File: config.mk
export PLATFORM = sky130hd
export DESIGN_NAME = des_round_ctrl
export DESIGN_NICKNAME = d
export VERILOG_FILES = /design/src/rtl/des_ctrl_pkg.sv /design/src/rtl/des_round_counter.sv /design/src/rtl/des_round_ctrl.sv
export SDC_FILE = /design/constraint.sdc
export NUM_CORES = 1
export LEC_CHECK = 0
export CAP_MARGIN = 20
export CORE_UTILIZATION = 47
export DETAILED_ROUTE_END_ITERATION = 16
export PLACE_DENSITY = 0.76
export SETUP_SLACK_MARGIN = 0.3
export SLEW_MARGIN = 20
export SYNTH_ARGS = -nofsm -noshare
export SYNTH_HDL_FRONTEND = slang
export SYNTH_SLANG_ARGS = --single-unit
export TNS_END_PERCENT = 20
File: constraint.sdc
create_clock -name clk -period 2.3 [get_ports clk]
set_clock_uncertainty 0.1 [all_clocks]
set_input_delay 0.46 -clock clk [delete_from_list [all_inputs] [get_ports clk]]
set_output_delay 0.46 -clock clk [all_outputs]
set_load 0.05 [all_outputs]
File: src/rtl/des_ctrl_pkg.sv
// Shared definitions for the DES/LFSR Feistel datapath control.
package des_ctrl_pkg;

  localparam int NUM_ROUNDS_DEF = 16;
  localparam int ROUND_W_DEF    = 4;

  localparam logic MODE_ENC = 1'b0;
  localparam logic MODE_DEC = 1'b1;

  typedef enum logic [2:0] {
    ST_IDLE  = 3'd0,
    ST_LOAD  = 3'd1,
    ST_ARM   = 3'd2,
    ST_ROUND = 3'd3,
    ST_FINAL = 3'd4,
    ST_OUT   = 3'd5
  } state_e;

endpackage

File: src/rtl/des_round_counter.sv
// Round index counter: presettable, counts up or down, and stops at the terminal index.
module des_round_counter #(
  parameter int ROUND_W    = 4,
  parameter int NUM_ROUNDS = 16
) (
  input  logic               clk,
  input  logic               rst,
  input  logic               preset_i,
  input  logic [ROUND_W-1:0] preset_val_i,
  input  logic               en_i,
  input  logic               down_i,
  output logic [ROUND_W-1:0] cnt_o,
  output logic               tc_o
);

  localparam logic [ROUND_W-1:0] LAST = ROUND_W'(NUM_ROUNDS - 1);

  logic [ROUND_W-1:0] cnt_q, cnt_d;

  // Terminal index: last round for up-counting, round 0 for down-counting.
  assign tc_o  = down_i ? (cnt_q == '0) : (cnt_q == LAST);
  assign cnt_o = cnt_q;

  // Next count; the terminal index is held so the counter never wraps.
  always_comb begin
    cnt_d = cnt_q;
    if (preset_i) begin
      cnt_d = preset_val_i;
    end else if (en_i && !tc_o) begin
      cnt_d = down_i ? (cnt_q - ROUND_W'(1)) : (cnt_q + ROUND_W'(1));
    end
  end

  // Count register.
  always_ff @(posedge clk) begin
    if (rst) begin
      cnt_q <= '0;
    end else begin
      cnt_q <= cnt_d;
    end
  end

endmodule

File: src/rtl/des_round_ctrl.sv
// Sequencer for one DES block: load, arm, NUM_ROUNDS Feistel rounds, final swap, result handshake.
module des_round_ctrl
  import des_ctrl_pkg::*;
#(
  parameter int NUM_ROUNDS  = NUM_ROUNDS_DEF,
  parameter int ROUND_W     = ROUND_W_DEF,
  parameter int ARM_TIMEOUT = 4
) (
  input  logic               clk,
  input  logic               rst,
  input  logic               in_valid,
  output logic               in_ready,
  input  logic               mode_in,
  output logic               load,
  input  logic               trigger_in,
  output logic               key_load,
  output logic               key_step,
  output logic               round_en,
  output logic [ROUND_W-1:0] round_idx,
  output logic               mode_q,
  output logic               final_swap,
  output logic               out_valid,
  input  logic               out_ready,
  output logic               busy,
  output logic               err
);

  localparam int                 ARM_W    = $clog2(ARM_TIMEOUT + 1);
  localparam logic [ARM_W-1:0]   ARM_LAST = ARM_W'(ARM_TIMEOUT - 1);
  localparam logic [ROUND_W-1:0] RND_LAST = ROUND_W'(NUM_ROUNDS - 1);

  state_e             state_q, state_d;
  logic [ARM_W-1:0]   arm_cnt_q, arm_cnt_d;
  logic               mode_lat_q;
  logic               in_ready_q, busy_q, err_q, err_d;
  logic               rnd_preset, rnd_tc, rnd_down;
  logic [ROUND_W-1:0] rnd_preset_val;

  // The round index starts counting on the cycle the trigger moves us into ROUND,
  // so it keeps its previous value while waiting in ARM.
  assign rnd_down       = (mode_lat_q == MODE_DEC);
  assign rnd_preset     = (state_q == ST_ARM) && trigger_in;
  assign rnd_preset_val = rnd_down ? RND_LAST : '0;

  des_round_counter #(
    .ROUND_W   (ROUND_W),
    .NUM_ROUNDS(NUM_ROUNDS)
  ) u_cnt (
    .clk         (clk),
    .rst         (rst),
    .preset_i    (rnd_preset),
    .preset_val_i(rnd_preset_val),
    .en_i        (state_q == ST_ROUND),
    .down_i      (rnd_down),
    .cnt_o       (round_idx),
    .tc_o        (rnd_tc)
  );

  // Next-state decode, arm timeout tracking and error pulse generation.
  always_comb begin
    state_d   = state_q;
    arm_cnt_d = arm_cnt_q;
    err_d     = 1'b0;
    case (state_q)
      ST_IDLE:  if (in_valid && in_ready_q) state_d = ST_LOAD;
      ST_LOAD: begin
        state_d   = ST_ARM;
        arm_cnt_d = '0;
      end
      ST_ARM: begin
        if (trigger_in) begin
          state_d = ST_ROUND;
        end else if (arm_cnt_q == ARM_LAST) begin
          state_d = ST_IDLE;
          err_d   = 1'b1;
        end else begin
          arm_cnt_d = arm_cnt_q + ARM_W'(1);
        end
      end
      ST_ROUND: if (rnd_tc) state_d = ST_FINAL;
      ST_FINAL: state_d = ST_OUT;
      ST_OUT:   if (out_ready) state_d = ST_IDLE;
      default:  state_d = ST_IDLE;
    endcase
  end

  // State register plus registered handshake/status outputs, which track the next state
  // so in_ready only rises on the cycle after the output handshake completes.
  always_ff @(posedge clk) begin
    if (rst) begin
      state_q    <= ST_IDLE;
      arm_cnt_q  <= '0;
      mode_lat_q <= MODE_ENC;
      in_ready_q <= 1'b0;
      busy_q     <= 1'b0;
      err_q      <= 1'b0;
    end else begin
      state_q    <= state_d;
      arm_cnt_q  <= arm_cnt_d;
      in_ready_q <= (state_d == ST_IDLE);
      busy_q     <= (state_d != ST_IDLE);
      err_q      <= err_d;
      if (state_q == ST_IDLE && in_valid && in_ready_q) begin
        mode_lat_q <= mode_in;
      end
    end
  end

  assign in_ready   = in_ready_q;
  assign busy       = busy_q;
  assign err        = err_q;
  assign mode_q     = mode_lat_q;
  assign load       = (state_q == ST_LOAD);
  assign key_load   = (state_q == ST_LOAD);
  assign key_step   = (state_q == ST_ROUND);
  assign round_en   = (state_q == ST_ROUND);
  assign final_swap = (state_q == ST_FINAL);
  assign out_valid  = (state_q == ST_OUT);

endmodule

==> results of run 1 <==
-- synth_stat cells, drive strengths merged, types with 2 or more instances --
cell and instances:
a211o 2, a21o 2, a21oi 11, and3 2
buf 5, clkbuf 2, dfxtp 14, ha 4
inv 6, mux2i 3, nand2 6, nand3b 2
nor2 5, nor3 4, nor3b 2, nor4 2
or3 3
-- worst reg2reg max path: stages, from the launching register on --
cell,delay [ns]
dfxtp_1,0.52
or4b_4,0.52
mux2i_4,0.22
or2_1,0.26
a21oi_1,0.12
o31ai_2,0.17
-- per-layer routing --
layer  up-vias  wire [um]  global-route usage
met4         0          8              0.0545
met3         2         65              0.0625
met2        11        845               0.385
met1       345        801               0.254
li1        367          -                   -
met5         -          0                   0
-- cell type report --
| class | count | area (um^2) |
|---|---|---|
| inverter | 6 | 22.5 |
| tap | 16 | 20.0 |
| fill | 142 | 518 |
| sequential | 14 | 280 |
| clock buffer | 3 | 22.5 |
| timing repair buffer | 21 | 219 |
| multi-input combinational | 66 | 494 |
-- cells by family (layout without fill, tap and decap cells) --
family / count (synthesis) / count (layout) / share of synthesized area
adder cells (fa/ha/maj): 5 / 5 / 0.0850
XOR/XNOR: 2 / 2 / 0.0212
flip-flops: 14 / 14 / 0.340
AO/OA/AOI/OAI: 21 / 21 / 0.167
multiplexers: 3 / 3 / 0.0516
buffers and inverters: 13 / 30 / 0.0804
AND/OR/NAND/NOR: 35 / 35 / 0.255
-- where the power goes --
group,leakage (nW),switching [mW],internal [mW]
Sequential,0.114,0.0158,0.255
Combinational,0.317,0.0915,0.0609
Clock,0.0138,0.0794,0.0608
-- through the flow --
step | utilization | setup WS, ns | area, um^2 | hold slack, ns | cells
final | 0.671 | 0.223 | 1060 | 0.361 | 126
after global routing | 0.671 | 0.117 | 1060 | 0.384 | 126
after CTS | 0.668 | 0.172 | 1050 | 0.368 | 126
after detailed placement | 0.655 | 0.285 | 1030 | 0.356 | 123
after global placement | 0.655 | 0.313 | 1030 | 0.341 | 123
after floorplan | - | 0.179 | 841 | 0.332 | 93
-- worst paths after layout --
| kind | startpoint | to | slack, ns | depth (start not counted) |
|---|---|---|---|---|
| max reg2reg | mode_q | u_cnt.cnt_o[1] | 0.32 | 5 |
| max | state_q[1] | key_step | 0.22 | 4 |
| min reg2reg | arm_cnt_q[2] | arm_cnt_q[2] | 0.36 | 2 |
| min | arm_cnt_q[2] | arm_cnt_q[2] | 0.36 | 2 |
-- timing repair --
item,4_1_cts,5_1_grt
hold buffers,0,0
resized for setup,1,2
pin swaps,0,0
setup endpoints to repair,7,12
-- registers in the layout (all words and copies together) (netlist names) --
| signal | cells |
|---|---|
| busy | 1 |
| u_cnt.cnt_o | 4 |
| in_ready | 1 |
| arm_cnt_q | 3 |
| err | 1 |
| mode_q | 1 |
| state_q | 3 |
==> flow_summary.json, run 1 <==
{
  "relSlewSlack": 0.666,
  "fmax_mhz": 481,
  "area_delta_synth_final_pct": 28.4,
  "wire_per_inst_um": 13.7,
  "pin_count": 20,
  "die_area_um2": 1930,
  "drc": 1,
  "p_leak_nw": 0.445,
  "slowest_delay_ns": 0.46,
  "yosysSeqAreaShare": 0.340,
  "async_reset_ff_frac": 0,
  "synthFlopType": "dfxtp_1",
  "port_buffers": 19,
  "postCtsSetupRepairBufs": 0,
  "htreeDepth": 1,
  "gp_congestion": 0.820,
  "synth_area_leaders": "dfxtp_1 34%, a21oi_1 6.7%, ha_1 6.1%, mux2i_4 2.7%, nand2_1 2.7%",
  "final_cell_mix": "14 x dfxtp_1, 11 x a21oi_1, 10 x clkdlybuf4s50_1",
  "start_util": 0.523,
  "netlist-cell-type-count": 40,
  "violations": "design-rule violations",
  "first_pass_iters": 10,
  "cpLargestDelayFamily": "buffers and inverters",
  "vias_per_cell": 5.75,
  "synth_area_leader_cell": "dfxtp_1",
  "die-width_um": 43.9,
  "grt_pass1_wl_um": 3130,
  "ir_worst_vdd_v": 0.000377,
  "period_share": 0.903,
  "path_buf_inv": 3,
  "final_nets": 123,
  "synthCells": 93,
  "power_density_nw_per_um2": 533,
  "outcome": "finished, violations left",
  "clock_sinks": 14,
  "clockRootBuffer": "clkbuf_4",
  "critical_path.cell_chain": "buf_4 -> nand3b_1 -> inv_1 -> buf_12",
  "numCtsBuffers": 3,
  "grt_max_degree": 12,
  "worstMarginPinSlew_ns": 0.500,
  "hold_viol": 0,
  "critPathKind": "reg -> out",
  "ant_nets": 0,
  "syn_area_per_cell_um2": 8.87,
  "hold_class": "reg -> reg",
  "crit_fanout": 8,
  "core_um2": 1580,
  "cp.arrival_ns": 1.52,
  "start_kind": "flip-flop",
  "layout_min_cycle_time_ns": 2.08,
  "syn_area_um2": 825,
  "cap_violations": 0,
  "vias": 725,
  "rsz0062_at_grt": "yes",
  "routed_wl_um": 1720,
  "synth_edf_count": 0,
  "dp_hpwl_um": 1300,
  "overflow": 0,
  "layout_commonest_cell": "dfxtp_1",
  "drtIter0Drc": 14,
  "clk_latency_ns": 0.28,
  "ys_warn_count": 0,
  "globalRouteTotalUtil": 0.216,
  "die_h_um": 43.9,
  "antenna_found_initial": 0,
  "power_mw": 0.564,
  "ys_seq_elements": 14,
  "clockBufferDepth": 2,
  "clk_pin_slew_ns": 0.08,
  "slowest_stage": "dfxtp_1",
  "critPathCaptureType": "output pin",
  "finalSetupViolCount": 0,
  "yosysTopAreaCellShare": 0.340,
  "std_cell_rows": 14,
  "synth_nets": 104,
  "cp.required_ns": 1.74,
  "grt_pass1_vias": 726,
  "diodes": 0,
  "setup-tns-final_ns": 0,
  "tritoncts": "yes",
  "drive_gt1_frac": 0.164,
  "report.final.slew_viol_count": 0
}
Note: power is estimated with default switching activity, not from simulation.
==> run 2, diff against run 1 <==
Settings changed: CORE_MARGIN set to 5.
Clock period 2.3 ns to 2.34 ns, I/O delays scaled along.
==> flow_summary.json, run 2 (synthesized netlist as in run 1, its figures left out) <==
{
  "layout_commonest_cell": "dfxtp_1",
  "final_nets": 123,
  "gp_congestion": 0.771,
  "cp.arrival_ns": 1.57,
  "crit_fanout": 6,
  "clockRootBuffer": "clkbuf_4",
  "drtIter0Drc": 18,
  "finalSetupViolCount": 0,
  "slowest_delay_ns": 0.84,
  "area_delta_synth_final_pct": 29.9,
  "ir_worst_vdd_v": 0.000420,
  "final_cell_mix": "14 x dfxtp_1, 11 x a21oi_1, 11 x clkdlybuf4s50_1",
  "tritoncts": "yes",
  "period_share": 0.914,
  "clk_latency_ns": 0.28,
  "grt_pass1_wl_um": 2990,
  "outcome": "finished clean",
  "worstMarginPinSlew_ns": 0.515,
  "start_kind": "flip-flop",
  "overflow": 0,
  "post-route-util": 0.634,
  "setup-tns-final_ns": 0,
  "layout_min_cycle_time_ns": 2.14,
  "final_cell_area_um2": 1070,
  "clockBufferDepth": 2,
  "wire_per_inst_um": 13.9,
  "drc": 0,
  "relSlewSlack": 0.656,
  "largest_reg_flops": 4,
  "p_leak_nw": 0.433,
  "postCtsSetupRepairBufs": 0,
  "slowest_stage": "clkdlybuf4s50_1",
  "n_fill_cell": 154,
  "antenna_found_initial": 0,
  "dpl-instance-area_um2": 1030,
  "fmax_mhz": 468,
  "start_util": 0.488,
  "power_density_nw_per_um2": 551,
  "numCtsBuffers": 3,
  "critPathKind": "reg -> out",
  "core_um2": 1690,
  "pin_count": 20,
  "drive_gt1_frac": 0.171,
  "hold_viol": 0,
  "routed_wl_um": 1780,
  "critPathCaptureType": "output pin",
  "path_buf_inv": 1,
  "grt_pass1_vias": 691,
  "htreeDepth": 1,
  "port_buffers": 19,
  "globalRouteTotalUtil": 0.150,
  "cp.required_ns": 1.77,
  "place_inst": 124,
  "vias": 726,
  "std_cell_rows": 15,
  "die_area_um2": 2690,
  "die-width_um": 51.9,
  "final_cells": 128,
  "report.final.slew_viol_count": 0,
  "hold_class": "reg -> reg",
  "first_pass_iters": 4,
  "timing.hold.ws_ns": 0.357,
  "grt_max_degree": 12,
  "cpLargestDelayFamily": "buffers and inverters",
  "cap_violations": 0,
  "critical_path.cell_chain": "clkdlybuf4s50_1",
  "diodes": 0,
  "die_h_um": 51.9,
  "dp_hpwl_um": 1360,
  "vias_per_cell": 5.67,
  "rsz0062_at_grt": "yes",
  "clock_sinks": 14,
  "ant_nets": 0,
  "clk_pin_slew_ns": 0.08
}
[run 2: final timing paths]
path / start / end / slack (ns) / depth (start not counted)
setup / recovery: u_cnt.cnt_o[1] / round_idx[1] / 0.20 / 1
setup reg to reg: mode_q / u_cnt.cnt_o[1] / 0.36 / 5
hold / removal: arm_cnt_q[2] / arm_cnt_q[2] / 0.36 / 2
hold reg to reg: arm_cnt_q[2] / arm_cnt_q[2] / 0.36 / 2
[run 2: final cells by class]
cell class	instances	area, um^2	area share
Clock buffer	4	36.3	0.0339
Inverter	6	22.5	0.0210
Multi-Input combinational cell	66	494	0.461
Sequential cell	14	280	0.262
Tap cell	17	21.3	0.0199
Timing Repair Buffer	21	216	0.202
[run 2: stage by stage]
step | total power [mW] | worst slack, ns
final | 0.590 | 0.202
after CTS | 0.597 | 0.188
after floorplan | 0.377 | 0.219
after detailed placement | 0.425 | 0.325
after global placement | 0.422 | 0.344
after global routing | 0.626 | 0.135
[run 2: timing repair]
item	4_1_cts	5_1_grt
cloned	0	0
hold buffers	0	0
setup endpoints to repair	7	8
resized for setup	1	1
[run 2: layer usage]
layer	up-vias	GRT usage	part of all wire
li1	369	-	-
met4	0	0.0262	0.0067
met3	2	0.0602	0.058
met2	18	0.259	0.51
met1	337	0.174	0.43
met5	-	0	0
[run 2: where the power goes]
| part | leakage, nW | total [mW] | internal, mW | switching, mW |
|---|---|---|---|---|
| logic | 0.299 | 0.151 | 0.0601 | 0.0914 |
| registers | 0.114 | 0.267 | 0.251 | 0.0157 |
| clock network | 0.0210 | 0.172 | 0.0947 | 0.0769 |
| total | 0.433 | 0.590 | 0.406 | 0.184 |
==> RTL edit 1, RTL diff (config.mk and constraints of run 1) <==
The output `err` loses its register stage (`err_q` becomes a continuous assignment).
--- a/src/rtl/des_round_ctrl.sv
+++ b/src/rtl/des_round_ctrl.sv
@@ -94,5 +94,4 @@
       in_ready_q <= 1'b0;
       busy_q     <= 1'b0;
-      err_q      <= 1'b0;
     end else begin
       state_q    <= state_d;
@@ -100,5 +99,4 @@
       in_ready_q <= (state_d == ST_IDLE);
       busy_q     <= (state_d != ST_IDLE);
-      err_q      <= err_d;
       if (state_q == ST_IDLE && in_valid && in_ready_q) begin
         mode_lat_q <= mode_in;
@@ -106,4 +104,6 @@
     end
   end
+
+  assign err_q = err_d;
 
   assign in_ready   = in_ready_q;
Check against the original RTL: not equivalent (Yosys sat finds a counterexample within 10 cycles, from zero or initial values and one cycle with rst high).
==> RTL edit 1 against run 1 <==
Synthesized area increased by 2.9%. Critical path type unchanged. Via count increased by 6.9%. Highest routed layer unchanged. Count of clock-buffer cells in the layout is 1 higher. Design area increased by 4.5%. Total power shrank 2.8%. Worst setup slack got worse by 0.022 ns. Routed wire length grew 0.93%. Sequential power fell by 7%. Sequential cell count shrank 1. Cell count is 12% higher.
==> RTL edit 1: results (changes against run 1) <==
Placement
  • DP HPWL: 1.38 mm (+6.2%)
  • Placed cells: 137 (+11%)
  • Routability cong.: 0.801 (-2.3%)
  • Worst slack at placement: 0.216 ns (-0.0693 ns)

Critical path
  • Internal reg-to-reg setup slack: 0.31 ns
  • Reg2reg end: u_cnt.cnt_o[3]$_SDFFE_PP0P_
  • Critical-path top delay cell: clkdlybuf4s50_1
  • FF-to-FF path depth: 6 (+1)
  • Crit path max-delay family: buffers and inverters
  • Largest stage delay on the critical path: 0.84 ns (+0.38 ns)
  • CP Max Fanout: 6 (-2)

Synth
  • Synthesized area per cell: 8.48 um2 (-4.3%)
  • XOR/XNOR share of the synthesized area: 0.0206 (-0.000595)
  • Synth area leaders: dfxtp_1 (31%), a21oi_1 (7.1%), ha_1 (5.9%)
  • Register area share after synthesis: 0.307 (-0.0331)
  • Post-Synthesis Net Count: 111 (+6.7%)
  • Commonest cells post-synth: dfxtp_1 (13), a21oi_1 (12), nor2_1 (10)
  • Fraction of the mapped netlist area in compound gates: 0.195 (+0.0278)
  • Library cells used by synthesis: 41 (+2.5%)
  • Mux cell area share after synthesis: 0.0501 (-0.00145)
  • Top_reg_cell synth: dfxtp_1
  • Adder-Cell Fraction of Synth Area: 0.0826 (-0.00238)

Min path
  • Worst Hold End: arm_cnt_q[1]$_SDFFE_PP0P_
  • Min-Delay Startpoint: arm_cnt_q[1]$_SDFFE_PP0P_

Power
  • Leak: 0.000445 uW (about the same)
  • Switching Share: 0.328 (-0.00282)
  • Highest ir drop seen on vdd: 434 uV (+15%)

Cells and area
  • Layout cell share with drive strength beyond 1: 0.222 (+0.0586)
  • Fillers: 121 (-15%)
  • Ant diodes: 0 (unchanged)
  • Fin nets: 129 (+4.9%)

Drt
  • Via Count: 775 (+6.9%)
  • Residual DRC: 0 (-1)
  • Routed WL per cell: 12.3 um (-9.8%)
  • Vias per std cell: 5.50 (-4.5%)
  • 1st-pass router iterations: 4 (-6)
  • Drt initial violations: 12 (-2)

Clock network
  • Clk root buf: clkbuf_4
  • Number of buffers created by CTS: 3 (unchanged)

Outcome
  • Status: completed

Global routing
  • Vias in the first global route: 715 (-1.5%)
  • Overall global routing resource usage: 0.199 (-0.0174)
  • Largest net degree at the start of global routing: 13 (+1)
  • Global-route wire length before repair: 2.90 mm (-7.5%)

Timing
  • Slew @ Worst Pin: 0.504 ns (+0.00433 ns)
## RTL edit 1: routing by layer
metal	track usage	wire length, um
met1	0.272	846
met2	0.297	797
met3	0.0286	66
met4	0.115	25
met5	0	0
## RTL edit 1: kinds of logic (layout without fill, tap and decap cells)
family | count (synthesis) | in the layout
AND/OR/NAND/NOR | 36 | 36
AO/OA/AOI/OAI | 26 | 26
buffers and inverters | 15 | 32
flip-flops | 13 | 13
adder cells (fa/ha/maj) | 5 | 5
multiplexers | 3 | 3
XOR/XNOR | 2 | 2
## RTL edit 1: cell type report
class,count,area [um2],area share
inverters,8,30.0,0.0271
clock buffers,4,26.3,0.0238
multi-input cells,72,512,0.463
repair buffers,20,244,0.221
flip-flops and latches,13,264,0.239
well taps,24,30.0,0.0271
## RTL edit 1: how the worst max path moves through the flow
| stage | startpoint | end | slack (ns) | cells after the start |
|---|---|---|---|---|
| 6_report | u_cnt.cnt_o[1]$_SDFFE_PP0P_ | round_idx[1] | 0.20 | 1 |
| 5_1_grt | u_cnt.cnt_o[1]$_SDFFE_PP0P_ | round_idx[1] | 0.15 | 1 |
| 4_1_cts | state_q[0]$_SDFF_PP0_ | key_load | 0.19 | 3 |
| 3_5_place_dp | trigger_in | arm_cnt_q[0]$_SDFFE_PP0P_ | 0.22 | 6 |
| 3_3_place_gp | trigger_in | u_cnt.cnt_o[3]$_SDFFE_PP0P_ | 0.27 | 5 |
| 2_1_floorplan | state_q[2]$_SDFF_PP0_ | final_swap | 0.08 | 3 |
## RTL edit 1: per-stage QoR
| stage | hold WS, ns | area (um2) |
|---|---|---|
| 2_1_floorplan | 0.351 | 853 |
| 3_3_place_gp | 0.366 | 1060 |
| 3_5_place_dp | 0.384 | 1060 |
| 4_1_cts | 0.398 | 1090 |
| 5_1_grt | 0.439 | 1110 |
| 6_report | 0.394 | 1110 |
## RTL edit 1: repair_timing
item                                    4_1_cts  5_1_grt
gates resized for setup                       2        6
endpoints found under the setup margin       12       13
setup buffers                                 0        0
endpoints found under the hold margin         0        0
## RTL edit 1: power by group through the flow
stage / logic (uW) / registers, uW / clock network, uW
after floorplan: 86.5 / 276 / 0
after global placement: 149 / 256 / 0
after detailed placement: 151 / 256 / 0
after CTS: 150 / 251 / 148
after global routing: 161 / 256 / 161
final: 151 / 253 / 144
==> RTL edit 2, RTL diff (flow settings as in run 1) <==
Without the edit above. Change the package constant `ROUND_W_DEF` from 4 to 3.
--- a/src/rtl/des_ctrl_pkg.sv
+++ b/src/rtl/des_ctrl_pkg.sv
@@ -3,5 +3,5 @@
 
   localparam int NUM_ROUNDS_DEF = 16;
-  localparam int ROUND_W_DEF    = 4;
+  localparam int ROUND_W_DEF    = 3;
 
   localparam logic MODE_ENC = 1'b0;
Ports: changed (resized round_idx); port bits go from 20 to 19. No check against the original RTL was run, so the function may have changed too.
==> RTL edit 2 against run 1 <==
Synthesized area is 7.6% lower. Worst setup slack got worse by 0.080 ns. Routed wire length grew 1.9%. Maximum frequency is 3.7% lower. Total power shrank 0.97%. Register-to-register slack improved by 0.13 ns. Design area is 5.3% lower. Cell count decreased by 4.0%. Sequential cell count is 1 lower.
==> RTL edit 2: results (changes against run 1) <==
Placement
  • Routability cong.: 0.876 (+6.9%)
  • Port Buf Inserts: 18 (-1)
  • DP HPWL: 1.20 mm (-7.3%)
  • Placed cells: 117 (-4.9%)

Critical path
  • Critical-path top delay cell: clkdlybuf4s50_1
  • Crit path DAT: 1.60 ns (+0.08 ns)
  • Largest stage delay on the critical path: 0.85 ns (+0.39 ns)
  • CP Max Fanout: 6 (-2)

Global routing
  • Global-route wire length before repair: 2.86 mm (-8.8%)
  • Overall global routing resource usage: 0.219 (+0.00291)
  • Vias in the first global route: 614 (-15%)
  • Largest net degree at the start of global routing: 15 (+3)

Timing
  • Slew @ Worst Pin: 0.510 ns (+0.0104 ns)

Synth
  • Synthesized area per cell: 8.86 um2 (about the same)
  • Library cells used by synthesis: 35 (-13%)
  • Synth area leaders: dfxtp_1 (34%), a21oi_1 (5.3%), nor2_1 (3.9%)
  • Post-Synthesis Net Count: 95 (-8.7%)
  • Commonest cells post-synth: dfxtp_1 (13), a21oi_1 (8), nor2_1 (8)

Drt
  • 1st-pass router iterations: 4 (-6)
  • Routed WL: 1.75 mm (+1.9%)
  • Via Count: 693 (-4.4%)
  • Vias per std cell: 5.73 (-0.46%)
  • Drt initial violations: 23 (+9)

Power
  • Highest ir drop seen on vdd: 391 uV (+3.6%)

Outcome
  • Status: completed

Cells and area
  • Layout cell share with drive strength beyond 1: 0.152 (-0.0113)
[RTL edit 2: cell count changes after synthesis, sizes merged, moves of 2 or more]
cell / change
a211o: -2
a211oi: +3
a21oi: -3
a31oi: +2
and3: -2
and3b: +2
and4b: +2
ha: -2
nand2: -3
nor2: +3
nor3: -2
or3b: +2
[RTL edit 2: per-stage QoR]
step           hold WS [ns]  total power, uW  cell area [um2]   util
3_3_place_gp          0.344              409              972  0.645
5_1_grt               0.388              588             1000  0.665
6_report              0.370              558             1000  0.665
4_1_cts               0.373              559              997  0.662
2_1_floorplan         0.336              363              772      -
3_5_place_dp          0.362              411              972  0.645
[RTL edit 2: where the power goes]
group	switching, uW	internal (uW)
combinational	91.4	61.4
sequential	16.5	238
clock	83.2	67.5
[RTL edit 2: path summary, 6_finish.rpt]
path	from	slack, ns	endpoint	depth (start not counted)
min	arm_cnt_q[1]$_SDFFE_PP0P_	0.37	arm_cnt_q[1]$_SDFFE_PP0P_	2
max reg2reg	state_q[0]$_SDFF_PP0_	0.45	u_cnt.cnt_o[2]$_SDFFE_PP0P_	4
min reg2reg	arm_cnt_q[1]$_SDFFE_PP0P_	0.37	arm_cnt_q[1]$_SDFFE_PP0P_	2
max	u_cnt.cnt_o[1]$_SDFFE_PP0P_	0.14	round_idx[1]	1
[RTL edit 2: final cells by class]
cell class / count / area (um2)
fill: 129 / 504
inverter: 5 / 18.8
multi-input combinational: 62 / 460
sequential: 13 / 260
timing repair buffer: 21 / 216
tap: 16 / 20.0
clock buffer: 4 / 26.3
[RTL edit 2: layer usage]
| metal | part of all wire | routed length [um] | global-route usage |
|---|---|---|---|
| met1 | 0.50 | 869 | 0.295 |
| met3 | 0.063 | 111 | 0.0862 |
| met4 | 0.026 | 45 | 0.106 |
| met5 | 0 | 0 | 0 |
| met2 | 0.41 | 725 | 0.305 |
[RTL edit 2: cells by family (layout without fill, tap and decap cells)]
family          after synthesis  count (layout)  share of synthesized area
fa+ha+maj                     3               3                     0.0591
xor+xnor                      1               1                     0.0115
buf+inv                      11              30                     0.0673
mux                           2               2                     0.0263
flops                        13              13                      0.342
compound gates               20              20                      0.169
simple gates                 36              36                      0.325
[RTL edit 2: repair_timing]
item	4_1_cts	5_1_grt
hold buffers	0	0
cloned	0	0
resized for setup	1	2
setup buffers	0	0
pin swaps	0	0
setup endpoints to repair	7	10
